$ cat config.mk
export PLATFORM = sky130hd
export DESIGN_NAME = pipeline_hazard_ctrl
export DESIGN_NICKNAME = d
export VERILOG_FILES = /design/src/rtl/pipeline_hazard_ctrl.sv
export SDC_FILE = /design/constraint.sdc
export NUM_CORES = 1
export LEC_CHECK = 0
export BUFFER_PORTS_ARGS = -buffer_cell sky130_fd_sc_hd__buf_4
export CORE_MARGIN = 4
export CORE_UTILIZATION = 43
export DETAILED_ROUTE_END_ITERATION = 8
export GPL_TIMING_DRIVEN = 0
export PLACE_DENSITY = 0.85
export SLEW_MARGIN = 10
export SYNTH_ARGS = -nofsm -noshare
export SYNTH_HDL_FRONTEND = slang
export SYNTH_SLANG_ARGS = --single-unit
$ cat constraint.sdc
create_clock -name clk -period 4.2 [get_ports clk]
set_clock_uncertainty 0.1 [all_clocks]
set_input_delay 0.42 -clock clk [delete_from_list [all_inputs] [get_ports clk]]
set_output_delay 0.42 -clock clk [all_outputs]
set_load 0.01 [all_outputs]
$ cat src/rtl/pipeline_hazard_ctrl.sv
`default_nettype none
// ============================================================================
// Module   : pipeline_hazard_ctrl
// Purpose  : Sequencing control for the PC, IF/ID and ID/EX registers.
//            Each cycle it decides whether fetch/decode advance, stall, or are
//            squashed, and whether a bubble enters ID/EX. It handles:
//              - load-use stalls (one cycle)
//              - mult/div issue stalls (MD_CYCLES cycles in ID)
//              - taken-branch flushes (abort any pending mult/div)
// Ports    : clk, reset        - clock, synchronous active-high reset
//            id_rs, id_rt      - source fields of the instruction in ID
//            id_uses_rt        - ID instruction reads rt
//            id_md             - ID instruction is mult/div
//            ex_mem_read,ex_rt - load in EX and its destination
//            branch_taken      - branch/jump in EX resolved taken
//            pc_write, if_id_write, if_id_flush, id_ex_bubble - register controls
//            md_busy           - mult/div hold in progress
//            stall_count, flush_count - statistics counters
// Options  : define HAZARD_STATS_EN to build the saturating stall/flush
//            counters; otherwise both counter ports are tied to zero.
// Revision : 1.0 - initial release
// ============================================================================
module pipeline_hazard_ctrl #(
    parameter int MD_CYCLES = 4,
    parameter int CNT_W     = 4
) (
    input  logic        clk,
    input  logic        reset,
    input  logic [4:0]  id_rs,
    input  logic [4:0]  id_rt,
    input  logic        id_uses_rt,
    input  logic        id_md,
    input  logic        ex_mem_read,
    input  logic [4:0]  ex_rt,
    input  logic        branch_taken,
    output logic        pc_write,
    output logic        if_id_write,
    output logic        if_id_flush,
    output logic        id_ex_bubble,
    output logic        md_busy,
    output logic [15:0] stall_count,
    output logic [15:0] flush_count
);

    typedef enum logic [0:0] {
        RUN     = 1'b0,
        MD_WAIT = 1'b1
    } state_t;

    // A single-cycle mult/div needs no hold at all, so it issues like any
    // other instruction. Otherwise the entry cycle is the first of
    // MD_CYCLES and the release cycle is the one where the counter hits 0.
    localparam bit              c_MD_STALL = (MD_CYCLES >= 2);
    localparam int              c_MD_INIT  = c_MD_STALL ? (MD_CYCLES - 2) : 0;
    localparam logic [CNT_W-1:0] c_MD_LOAD = c_MD_INIT[CNT_W-1:0];

    state_t             r_state;
    state_t             w_state_nxt;
    logic [CNT_W-1:0]   r_md_cnt;
    logic [CNT_W-1:0]   w_md_cnt_nxt;
    logic               w_lu;

    // Register 0 is hard-wired, so a load targeting it can never be a hazard.
    assign w_lu = ex_mem_read && (ex_rt != 5'd0) &&
                  ((ex_rt == id_rs) || (id_uses_rt && (ex_rt == id_rt)));

    always_ff @(posedge clk) begin
        if (reset) begin
            r_state  <= RUN;
            r_md_cnt <= '0;
        end else begin
            r_state  <= w_state_nxt;
            r_md_cnt <= w_md_cnt_nxt;
        end
    end

    always_comb begin
        pc_write     = 1'b1;
        if_id_write  = 1'b1;
        if_id_flush  = 1'b0;
        id_ex_bubble = 1'b0;
        md_busy      = (r_state == MD_WAIT);
        w_state_nxt  = r_state;
        w_md_cnt_nxt = r_md_cnt;

        if (reset) begin
            pc_write     = 1'b0;
            if_id_write  = 1'b0;
            if_id_flush  = 1'b1;
            id_ex_bubble = 1'b1;
            md_busy      = 1'b0;
            w_state_nxt  = RUN;
            w_md_cnt_nxt = '0;
        end else if (branch_taken) begin
            // Everything younger than the branch is on the wrong path,
            // including a mult/div still held in ID.
            if_id_flush  = 1'b1;
            id_ex_bubble = 1'b1;
            w_state_nxt  = RUN;
            w_md_cnt_nxt = '0;
        end else if (r_state == MD_WAIT) begin
            if (r_md_cnt != '0) begin
                pc_write     = 1'b0;
                if_id_write  = 1'b0;
                id_ex_bubble = 1'b1;
                w_md_cnt_nxt = r_md_cnt - CNT_W'(1);
            end else begin
                w_state_nxt  = RUN;
            end
        end else if (w_lu) begin
            // The load moves on to MEM next cycle, so one stall suffices.
            // A mult/div in ID waits for the next cycle to begin its hold.
            pc_write     = 1'b0;
            if_id_write  = 1'b0;
            id_ex_bubble = 1'b1;
        end else if (id_md && c_MD_STALL) begin
            pc_write     = 1'b0;
            if_id_write  = 1'b0;
            id_ex_bubble = 1'b1;
            w_state_nxt  = MD_WAIT;
            w_md_cnt_nxt = c_MD_LOAD;
        end
    end

`ifdef HAZARD_STATS_EN
    logic [15:0] r_stall_cnt;
    logic [15:0] r_flush_cnt;

    always_ff @(posedge clk) begin
        if (reset) begin
            r_stall_cnt <= '0;
            r_flush_cnt <= '0;
        end else begin
            if (!pc_write && (r_stall_cnt != 16'hFFFF))
                r_stall_cnt <= r_stall_cnt + 16'd1;
            if (branch_taken && (r_flush_cnt != 16'hFFFF))
                r_flush_cnt <= r_flush_cnt + 16'd1;
        end
    end

    assign stall_count = r_stall_cnt;
    assign flush_count = r_flush_cnt;
`else
    assign stall_count = 16'h0000;
    assign flush_count = 16'h0000;
`endif

endmodule
`default_nettype wire

==> flow_metrics.py <==
metrics = {
    "run": {
        "cap_violations": 0,
    },
    "detailed_routing": {
        "drt-total-wl_um": 1800,
        "drt-wirelength-per-cell_um": 9.92,
        "drc": 0,
        "firstDrtPassIters": 6,
        "ant_nets": 0,
        "vias_per_cell": 4.16,
        "drt_iter0_drc": 10,
        "dr_total_vias": 753,
    },
    "power_and_ir_drop": {
        "ir_drop_mv": 0.106,
        "leakage_nw": 0.602,
        "power_density_nw_per_um2": 176,
    },
    "final_layout": {
        "regArea_um2": 100,
        "layout_common_cells": "buf_4 (58), conb_1 (32), xor2_1 (9), nor2_1 (7), dfxtp_1 (5)",
        "layout_commonest_cell": "buf_4",
        "nFillCells": 145,
        "diodes": 0,
        "final_util": 0.662,
        "syn2layout_area_growth_pct": 47.1,
        "stdcell_count": 181,
        "final_layout_size_suffix_gt1_frac": 0.423,
        "layout.nets": 180,
        "multi_input_area_um2": 518,
    },
    "clock_network": {
        "cts_tree": "built",
        "worstSkewPairLatency_ns": 0.25,
        "cts_inserted_buffers": 3,
        "clk_path_buf_depth": 2,
        "path_clk_slew_ns": 0.04,
        "cts_sinks": 5,
        "h-tree-depth": 1,
        "postCtsResizedCells": 0,
        "clockRootBuffer": "clkbuf_4",
        "cts_setup_buffers": 0,
        "hold_buffers": 0,
    },
    "timing": {
        "rsz0062_at_grt": "no",
        "hold_ws_ns": 0.404,
        "hold_violations": 0,
        "finalSetupTns_ns": 0,
        "finalCriticalPeriod_ns": 2.49,
        "setup_viol": 0,
        "worst_slack_ns": 1.71,
        "max_freq_mhz": 401,
        "slew_viol_final": 0,
        "fin_crit_sh": 0.594,
    },
    "hold_path": {
        "hold_end": "r_state",
        "hp-start": "reset",
        "hold_depth": 3,
        "hold_class": "input port to flop",
    },
    "setup_path": {
        "rr_worst_depth": 6,
        "r2r_end": "r_md_cnt[1]",
        "crit_path_start_kind": "input port",
        "r2r_setup_slack_ns": 2.32,
        "crit_arrival_ns": 1.97,
        "worstPathRequired_ns": 3.68,
        "crit_fanout": 7,
        "regToRegStartpoint": "r_md_cnt[0]",
        "crit_path_end_kind": "output pin",
        "timing_worst_setup_path_type": "input port to output pin",
    },
    "placed_design": {
        "placed_cells": 177,
        "dp_worst_setup_slack_ns": 1.69,
        "dp_hpwl_um": 1540,
        "gp_congestion": 0.834,
        "port_buffers": 25,
    },
    "yosys": {
        "async_flop_share": 0,
        "synth_cell_type_count": 34,
        "synth_ff_type": "dfxtp_1",
        "ys_warn_count": 0,
        "syn_area_um2": 768,
        "synth-seq-cells": 5,
        "synthCells": 96,
        "avgSynthCellArea_um2": 8.00,
        "yosysSeqAreaShare": 0.130,
        "synth_edf_count": 0,
    },
    "global_routing": {
        "grt_max_degree": 11,
        "grt_antenna_before_repair": 0,
        "grt_pass1_wl_um": 2810,
        "grt_pass1_vias": 688,
        "track_usage": 0.143,
        "globalRouteOverflowTotal": 0,
    },
    "floorplanning": {
        "start_util": 0.450,
        "core_area_um2": 1710,
        "fp.dieW_um": 50.3,
        "die_area_um2": 2530,
        "die_y_um": 50.3,
        "top_level_ports": 58,
        "row_count": 15,
    },
    "run_status": {
        "status": "complete, no violations",
    },
}
[power by group]
part | switching, mW | internal (mW)
combinational | 0.0420 | 0.0482
clock | 0.0223 | 0.0361
sequential | 0.00108 | 0.0489
total | 0.0653 | 0.133
[metrics by stage]
stage	power (mW)	instance area [um2]
detailed placement	0.139	1100
CTS	0.200	1130
finish	0.198	1130
global route	0.214	1130
floorplan	0.112	885
global placement	0.137	1100
[how the worst max path moves through the flow]
stage	startpoint	to	depth (start not counted)	slack (ns)
5_1_grt	r_md_cnt[0]	pc_write	6	1.60
6_report	ex_rt[4]	pc_write	7	1.71
3_3_place_gp	ex_rt[4]	pc_write	7	1.73
3_5_place_dp	ex_rt[4]	pc_write	7	1.69
2_1_floorplan	ex_rt[4]	pc_write	5	2.02
4_1_cts	ex_rt[4]	pc_write	7	1.70
[cell usage after synthesis, types with 2 or more instances]
library cell	instances	area, um2
buf_4	33	248
nor3_1	3	15.0
xor2_1	9	78.8
or3_1	2	12.5
nor2_1	7	26.3
dfxtp_1	5	100
o31ai_1	2	15.0
o21ai_0	2	10.0
ha_1	2	25.0
a31oi_1	2	12.5
o21a_1	2	15.0
nor2b_1	2	12.5
inv_1	4	15.0
[cell families after synthesis]
group / Yosys count / synth area share
buffers and inverters: 38 / 0.347
and+or+nand+nor: 23 / 0.192
AOI/OAI and AO/OA: 17 / 0.179
xor gates and xnor gates: 10 / 0.114
DFF: 5 / 0.130
adders and majority gates: 2 / 0.0326
other: 1 / 0.00488
[sequential cells by signal, summed over array words and instances (netlist names)]
register  count
r_md_cnt      4
r_state       1
[final cells by class]
class	count	area share
well taps	25	0.0277
plain buffers	34	0.223
flip-flops and latches	5	0.0886
inverters	4	0.0133
clock buffers	4	0.0233
repair buffers	25	0.166
multi-input cells	84	0.458
[critical path, cell delays in order]
cell,delay (ns)
buf_4,0.13
xor2_1,0.16
nor4_2,0.31
a32oi_2,0.25
o41a_1,0.44
buf_4,0.14
buf_4,0.13
[metal layers]
metal,vias to the layer above,part of all wire,track usage
li1,389,-,-
met1,328,0.34,0.131
met2,34,0.56,0.283
met3,2,0.099,0.0564
met4,0,0.0028,0.0415
met5,-,0,0
No activity file was read; power rests on OpenSTA's default activity.
